$ cat config.mk
export PLATFORM = sky130hd
export DESIGN_NAME = bp_fe_lce_out_link
export DESIGN_NICKNAME = d
export VERILOG_FILES = /design/src/rtl/bp_common_pkg.sv /design/src/rtl/bp_fe_lce_link_credit_counter.sv /design/src/rtl/bp_fe_lce_out_link.sv
export SDC_FILE = /design/constraint.sdc
export NUM_CORES = 1
export LEC_CHECK = 0
export BUFFER_PORTS_ARGS = -buffer_cell sky130_fd_sc_hd__buf_2
export CAP_MARGIN = 20
export CORE_AREA = 8 8 147 149
export CTS_BUF_LIST = sky130_fd_sc_hd__clkbuf_4 sky130_fd_sc_hd__clkbuf_8
export CTS_CLUSTER_SIZE = 20
export DETAILED_ROUTE_END_ITERATION = 8
export DIE_AREA = 0 0 155 157
export HOLD_SLACK_MARGIN = 0.02
export PLACE_DENSITY = 0.62
export RECOVER_POWER = 25
export SLEW_MARGIN = 20
export SYNTH_ARGS = -nofsm -noshare
export SYNTH_HDL_FRONTEND = slang
export SYNTH_SLANG_ARGS = --single-unit
$ cat constraint.sdc
create_clock -name clk_i -period 2.7 [get_ports clk_i]
set_input_delay 0.81 -clock clk_i [delete_from_list [all_inputs] [get_ports clk_i]]
set_output_delay 0.81 -clock clk_i [all_outputs]
set_load 0.01 [all_outputs]
$ cat src/rtl/bp_common_pkg.sv
// Shared link definitions for the front-end outbound LCE link stages.
// Provides the link message type, link FSM states and the link width macro.
`ifndef BP_COMMON_PKG_LINK_WIDTH
`define BP_COMMON_PKG_LINK_WIDTH
`define BP_FE_LCE_LINK_WIDTH(req_mp, resp_mp) (1 + (((req_mp) > (resp_mp)) ? (req_mp) : (resp_mp)))
`endif

package bp_common_pkg;

    // Type bit carried in the MSB of every link beat
    typedef enum logic {
        e_link_req  = 1'b0,
        e_link_resp = 1'b1
    } bp_link_msg_type_e;

    typedef enum logic {
        e_link_idle = 1'b0,
        e_link_send = 1'b1
    } bp_link_state_e;

endpackage

$ cat src/rtl/bp_fe_lce_link_credit_counter.sv
// Downstream credit counter shared by the outbound link stages: starts full,
// decrements per grant, increments per returned credit, saturates at credits_p.
module bp_fe_lce_link_credit_counter #(
    parameter int unsigned credits_p = 4,
    localparam int unsigned cnt_width_lp = $clog2(credits_p + 1)
) (
    input  logic                    clk_i,
    input  logic                    reset_n_i,
    input  logic                    inc_i,
    input  logic                    dec_i,
    output logic [cnt_width_lp-1:0] credit_cnt_o
);

    localparam logic [cnt_width_lp-1:0] max_lp = cnt_width_lp'(credits_p);

    // Simultaneous grant and return leaves the count unchanged
    always_ff @(posedge clk_i or negedge reset_n_i) begin
        if (!reset_n_i) begin
            credit_cnt_o <= max_lp;
        end else if (inc_i && !dec_i) begin
            if (credit_cnt_o != max_lp) begin
                credit_cnt_o <= credit_cnt_o + cnt_width_lp'(1);
            end
        end else if (dec_i && !inc_i) begin
            if (credit_cnt_o != '0) begin
                credit_cnt_o <= credit_cnt_o - cnt_width_lp'(1);
            end
        end
    end

    // A return with a full counter means the downstream over-returned credits
    credit_overflow_a : assert property (@(posedge clk_i) disable iff (!reset_n_i)
        !(inc_i && !dec_i && (credit_cnt_o == max_lp)))
        else $error("credit return with counter already full");

endmodule

$ cat src/rtl/bp_fe_lce_out_link.sv
// Outbound LCE link: merges request and response messages onto one credited
// link with response priority and request anti-starvation. Optional perf
// counters are enabled by defining BP_FE_LCE_OUT_LINK_PERF_EN.
module bp_fe_lce_out_link
    import bp_common_pkg::*;
#(
    parameter int unsigned req_width_p    = 128,
    parameter int unsigned resp_width_p   = 128,
    parameter int unsigned credits_p      = 4,
    parameter int unsigned starve_limit_p = 3,
    localparam int unsigned link_width_lp = `BP_FE_LCE_LINK_WIDTH(req_width_p, resp_width_p)
) (
    input  logic                     clk_i,
    input  logic                     reset_n_i,
    input  logic [req_width_p-1:0]   lce_req_i,
    input  logic                     lce_req_v_i,
    output logic                     lce_req_ready_o,
    input  logic [resp_width_p-1:0]  lce_resp_i,
    input  logic                     lce_resp_v_i,
    output logic                     lce_resp_ready_o,
    output logic [link_width_lp-1:0] link_data_o,
    output logic                     link_v_o,
    input  logic                     credit_return_i
`ifdef BP_FE_LCE_OUT_LINK_PERF_EN
   ,output logic [31:0]              stall_cnt_o,
    output logic [15:0]              starve_evt_o
`endif
);

    localparam int unsigned payload_width_lp = link_width_lp - 1;
    localparam int unsigned cnt_width_lp     = $clog2(credits_p + 1);
    localparam int unsigned starve_width_lp  = $clog2(starve_limit_p + 1);
    localparam logic [starve_width_lp-1:0] starve_limit_lp = starve_width_lp'(starve_limit_p);

    bp_link_state_e             state_r, state_n;
    logic [link_width_lp-1:0]   link_data_r, link_data_n;
    logic [starve_width_lp-1:0] starve_cnt_r, starve_cnt_n;
    logic [cnt_width_lp-1:0]    credit_cnt;
    logic                       credit_ok;
    logic                       force_req;
    logic                       req_grant;
    logic                       resp_grant;
    logic                       grant;

    bp_fe_lce_link_credit_counter #(
        .credits_p (credits_p)
    ) u_credit (
        .clk_i        (clk_i),
        .reset_n_i    (reset_n_i),
        .inc_i        (credit_return_i),
        .dec_i        (grant),
        .credit_cnt_o (credit_cnt)
    );

    // Grants use the registered count, so a same-cycle return cannot enable one
    assign credit_ok = reset_n_i & (credit_cnt != '0);
    assign force_req = lce_req_v_i & (starve_cnt_r == starve_limit_lp);

    assign lce_resp_ready_o = credit_ok & ~force_req;
    assign lce_req_ready_o  = credit_ok & (~lce_resp_v_i | force_req);

    assign resp_grant = lce_resp_v_i & lce_resp_ready_o;
    assign req_grant  = lce_req_v_i & lce_req_ready_o;
    assign grant      = resp_grant | req_grant;

    // Next-state, beat formation and starvation tracking
    always_comb begin
        state_n      = e_link_idle;
        link_data_n  = link_data_r;
        starve_cnt_n = starve_cnt_r;

        if (resp_grant) begin
            state_n     = e_link_send;
            link_data_n = {e_link_resp, payload_width_lp'(lce_resp_i)};
        end else if (req_grant) begin
            state_n     = e_link_send;
            link_data_n = {e_link_req, payload_width_lp'(lce_req_i)};
        end

        if (!lce_req_v_i || req_grant) begin
            starve_cnt_n = '0;
        end else if (resp_grant && (starve_cnt_r != starve_limit_lp)) begin
            starve_cnt_n = starve_cnt_r + starve_width_lp'(1);
        end
    end

    always_ff @(posedge clk_i or negedge reset_n_i) begin
        if (!reset_n_i) begin
            state_r      <= e_link_idle;
            link_data_r  <= '0;
            starve_cnt_r <= '0;
        end else begin
            state_r      <= state_n;
            link_data_r  <= link_data_n;
            starve_cnt_r <= starve_cnt_n;
        end
    end

    assign link_v_o    = (state_r == e_link_send);
    assign link_data_o = link_data_r;

`ifdef BP_FE_LCE_OUT_LINK_PERF_EN
    // Free-running event counters; both wrap naturally at their width
    always_ff @(posedge clk_i or negedge reset_n_i) begin
        if (!reset_n_i) begin
            stall_cnt_o  <= '0;
            starve_evt_o <= '0;
        end else begin
            if ((lce_req_v_i || lce_resp_v_i) && (credit_cnt == '0)) begin
                stall_cnt_o <= stall_cnt_o + 32'(1);
            end
            if (force_req) begin
                starve_evt_o <= starve_evt_o + 16'(1);
            end
        end
    end
`endif

endmodule
==> results_tabular.tex <==
\begin{tabular}{lr}
\hline
Metric & Value \\
\hline
\multicolumn{2}{l}{\textbf{Outcome}} \\
Run status & complete, no violations \\
\multicolumn{2}{l}{\textbf{Yosys}} \\
XOR/XNOR Fraction of Synth Area & 0.00141 \\
Area fraction in compound gates after synthesis & 0.224 \\
Fraction of the yosys area taken by sequential cells & 0.544 \\
Number of different library cells in the post-synthesis netlist & 30 \\
Share of synthesized cell area in full adder, half adder and majority cells & 0.00524 \\
Post-synthesis share of cell area spent on and, or, nand and nor gates & 0.165 \\
Syn Nets & around 1.0k \\
Syn Std Cell Area & between 6000 and 7000 um\^{}2 \\
Instance count of the mapped netlist & roughly 740 \\
Mean instance size in the synthesized netlist & roughly 8.4 um\^{}2 \\
Top cells by area, synth & dfrtp\_1, a21oi\_1, nand2\_1 \\
Portion of netlist area occupied by mux cells & 0.00484 \\
Library cell with the largest summed area after synthesis & dfrtp\_1 \\
Synth warn & 0 \\
Synthesized flop and latch total & approximately 140 \\
Top cell type's share of synthesized area & 0.540 \\
Dominant combinational cell family by area after synthesis & compound AO/OA/AOI/OAI gates \\
\multicolumn{2}{l}{\textbf{Global routing}} \\
Wire length of the first global-routing pass & 37300 um \\
Largest net degree at the start of global routing & 69 \\
Global-route met2 utilization & 0.315 \\
Global routing usage summed across all routing layers & 0.193 \\
GR met3 Demand/Resource & 0.0803 \\
Global routing's busiest layer & met2 \\
Via count of the first global-routing pass & roughly 6.7k \\
Antenna violations before repair & 2 \\
Met1 capacity usage during global routing & 0.229 \\
Residual overflow from global routing & 0 \\
\multicolumn{2}{l}{\textbf{Layout}} \\
Number of antenna diodes & 0 \\
Most common library cell in the layout ignoring fill and taps & buf\_2 \\
Relative area change from synthesis to final layout & 41.6\% \\
Most frequent cells in the layout & buf\_2, a21oi\_1, dfrtp\_1 \\
Share of final-layout standard cells stronger than drive strength 1 & 0.400 \\
Number of nets in the final layout & $\sim$1.4k \\
\multicolumn{2}{l}{\textbf{Pwr}} \\
Power density relative to cell area & roughly 1000 nW/um\^{}2 \\
Maximum vdd drop & $\sim$450 uV \\
Leakage component of the power & around 4.5 nW \\
\multicolumn{2}{l}{\textbf{Hold path}} \\
Min-Delay Path Class & reg -> reg \\
Worst Hold Path Cells & 2 \\
\multicolumn{2}{l}{\textbf{STA}} \\
Hold Violations, Final & 0 \\
Post-layout worst setup margin & approximately 0.24 ns \\
Final number of setup-violating endpoints & 0 \\
Unrepaired setup endpoints after global routing & false \\
Ratio of final minimum period to clock period & 0.910 \\
Slew @ Worst Pin & 0.960 ns \\
Worst slew margin relative to its limit & 0.360 \\
Achievable clock frequency & 0.407 GHz \\
Hold Worst Slack & a little under 0.5 ns \\
Skew final & between 0.015 and 0.02 ns \\
Final worst path period need & around 2.5 ns \\
Pins over their slew limit & 0 \\
Final sum of negative setup slack & 0 ns \\
\multicolumn{2}{l}{\textbf{Setup path}} \\
CP Class & reg -> out \\
Required time at the worst-slack endpoint & approximately 1.9 ns \\
Cell Chain, Critical Path & ha\_1 -> a21boi\_1 -> nor2\_1 -> buf\_2 \\
Crit start category & flip-flop \\
Crit path DAT & roughly 1.7 ns \\
Critical path endpoint category & output pin \\
Cell with the biggest individual delay on the critical path & dfrtp\_1 \\
Critical path peak fanout & 4 \\
Cell depth of the worst flop-to-flop path & 6 \\
CP max stage delay & just over 0.4 ns \\
\multicolumn{2}{l}{\textbf{Placement}} \\
HPWL after detailed placement & approximately 18000 um \\
Input/output buffers & $\sim$390 \\
Pre-CTS worst setup slack & 0.346 ns \\
Routability-driven placement congestion ratio & 0.847 \\
\multicolumn{2}{l}{\textbf{Clock tree}} \\
Clock network latency to the later pin of the worst-skew pair & approximately 0.42 ns \\
CTS root buffer & clkbuf\_8 \\
Num CTS Buffers & 17 \\
Number of H-tree branching levels & 4 \\
Number of clock sinks & 135 \\
Clock tree from TritonCTS & yes \\
Number of buffers inserted by hold repair at cts & 0 \\
Number of buffers between clock root and the deepest sink & 2 \\
Clock-pin slew on the worst setup and hold paths & 0.08 ns \\
\multicolumn{2}{l}{\textbf{Floorplanning}} \\
Site Rows & a little over 50 \\
Initial standard-cell utilization of the core & 0.323 \\
Core Box Area & between 15000 and 20000 um\^{}2 \\
Boundary pin count & approximately 400 \\
Horiz. Die Dim & roughly 160 um \\
Height of the chip & about 160 um \\
Die area & 24300 um\^{}2 \\
\multicolumn{2}{l}{\textbf{Route}} \\
Final WL & between 20000 and 25000 um \\
Ratio of routed vias to standard cells & roughly 4.7 \\
Number of remaining DRC errors & 0 \\
Routed length per instance & between 15 and 20 um \\
Count of routing violations after the opening detailed-route iteration & around 350 \\
Antenna viol nets, final & 0 \\
Number of iterations in the first detailed-routing pass & 4 \\
Total number of vias & roughly 6.6k \\
\multicolumn{2}{l}{\textbf{Job}} \\
Number of max-cap violations & 0 \\
\hline
\end{tabular}
critical path: cells and delay by family, from the launching register on:
| family | cells | cell delay (ns) |
|---|---|---|
| fa+ha+maj | 1 | 0.23 |
| flops | 1 | 0.41 |
| buf+inv | 1 | 0.15 |
| simple gates | 1 | 0.07 |
| compound gates | 1 | 0.38 |
state kept, by name, summed over array words and instances, names as in the netlist:
register / count
link_v_o: 1
link_data_o: 129
u_credit.credit_cnt_o: 3
starve_cnt_r: 2
synth_stat cells:
cell type and count:
o21ai_0 3, nand2_1 134, nand2b_1 1, o22ai_1 1
buf_4 7, and2_1 1, xnor2_1 1, and2_4 1
fa_1 1, buf_6 6, inv_1 1, a21boi_1 1
a21oi_1 259, nand3_1 2, nor2_1 129, o2111ai_1 1
dfstp_2 1, dfrtp_1 134, a21boi_0 1, ha_1 1
clkbuf_1 11, o211ai_1 1, o21ai_4 1, or4_1 1
o31ai_1 1, inv_2 1, o31a_2 1, o311ai_0 1
buf_2 34, mux2i_1 3
report_power, final:
part           leakage (nW)  switching [mW]  internal, mW  total [mW]
registers              1.51           0.541          2.97        3.52
logic                  2.83            2.26          1.56        3.81
clock network         0.161           0.854         0.677        1.53
total                  4.50            3.65          5.21        8.86
area by class of cell:
cell class | instances | area, um^2
clock inverter | 13 | 97.6
inverter | 2 | 10.0
tap | 265 | 332
clock buffer | 19 | 255
multi-input combinational | 546 | 2500
sequential | 135 | 3380
timing repair buffer | 415 | 2220
fill | 1983 | 10400
cell families (layout without fill, tap and decap cells):
family | after synthesis | after routing
DFF | 135 | 135
AOI/OAI and AO/OA | 271 | 271
muxes | 3 | 3
and+or+nand+nor | 269 | 269
buffers and inverters | 60 | 449
xor gates and xnor gates | 1 | 1
adders and majority gates | 2 | 2
timing repair:
item	4_1_cts	5_1_grt
setup buffers	0	0
endpoints found under the setup margin	0	1
gates resized for setup	0	1
path summary, 6_finish.rpt:
kind | startpoint | to | slack [ns]
setup / recovery | starve_cnt_r[0] | lce_req_ready_o | 0.24
hold reg to reg | link_data_o[128] | link_data_o[128] | 0.48
hold / removal | link_data_o[128] | link_data_o[128] | 0.48
min in group asynchronous | reset_n_i | starve_cnt_r[1] | 0.72
max in group asynchronous | reset_n_i | link_data_o[72] | 0.43
setup reg to reg | u_credit.credit_cnt_o[0] | u_credit.credit_cnt_o[2] | 0.51
stage by stage:
step	utilization	cell area, um^2	std cells	total power [mW]
4_1_cts	0.458	8800	1395	9.00
2_1_floorplan	-	6210	741	5.62
3_3_place_gp	0.440	8450	1363	7.37
5_1_grt	0.458	8790	1395	9.59
3_5_place_dp	0.440	8450	1363	7.42
6_report	0.458	8790	1395	8.86
layer usage:
metal	wire length, um	vias to the layer above	share of wire
li1	-	3225	-
met1	9860	3020	0.41
met2	11500	308	0.47
met3	2370	30	0.098
met4	510	4	0.021
met5	26	-	0.0011
Power figures use the tool's default switching activity.
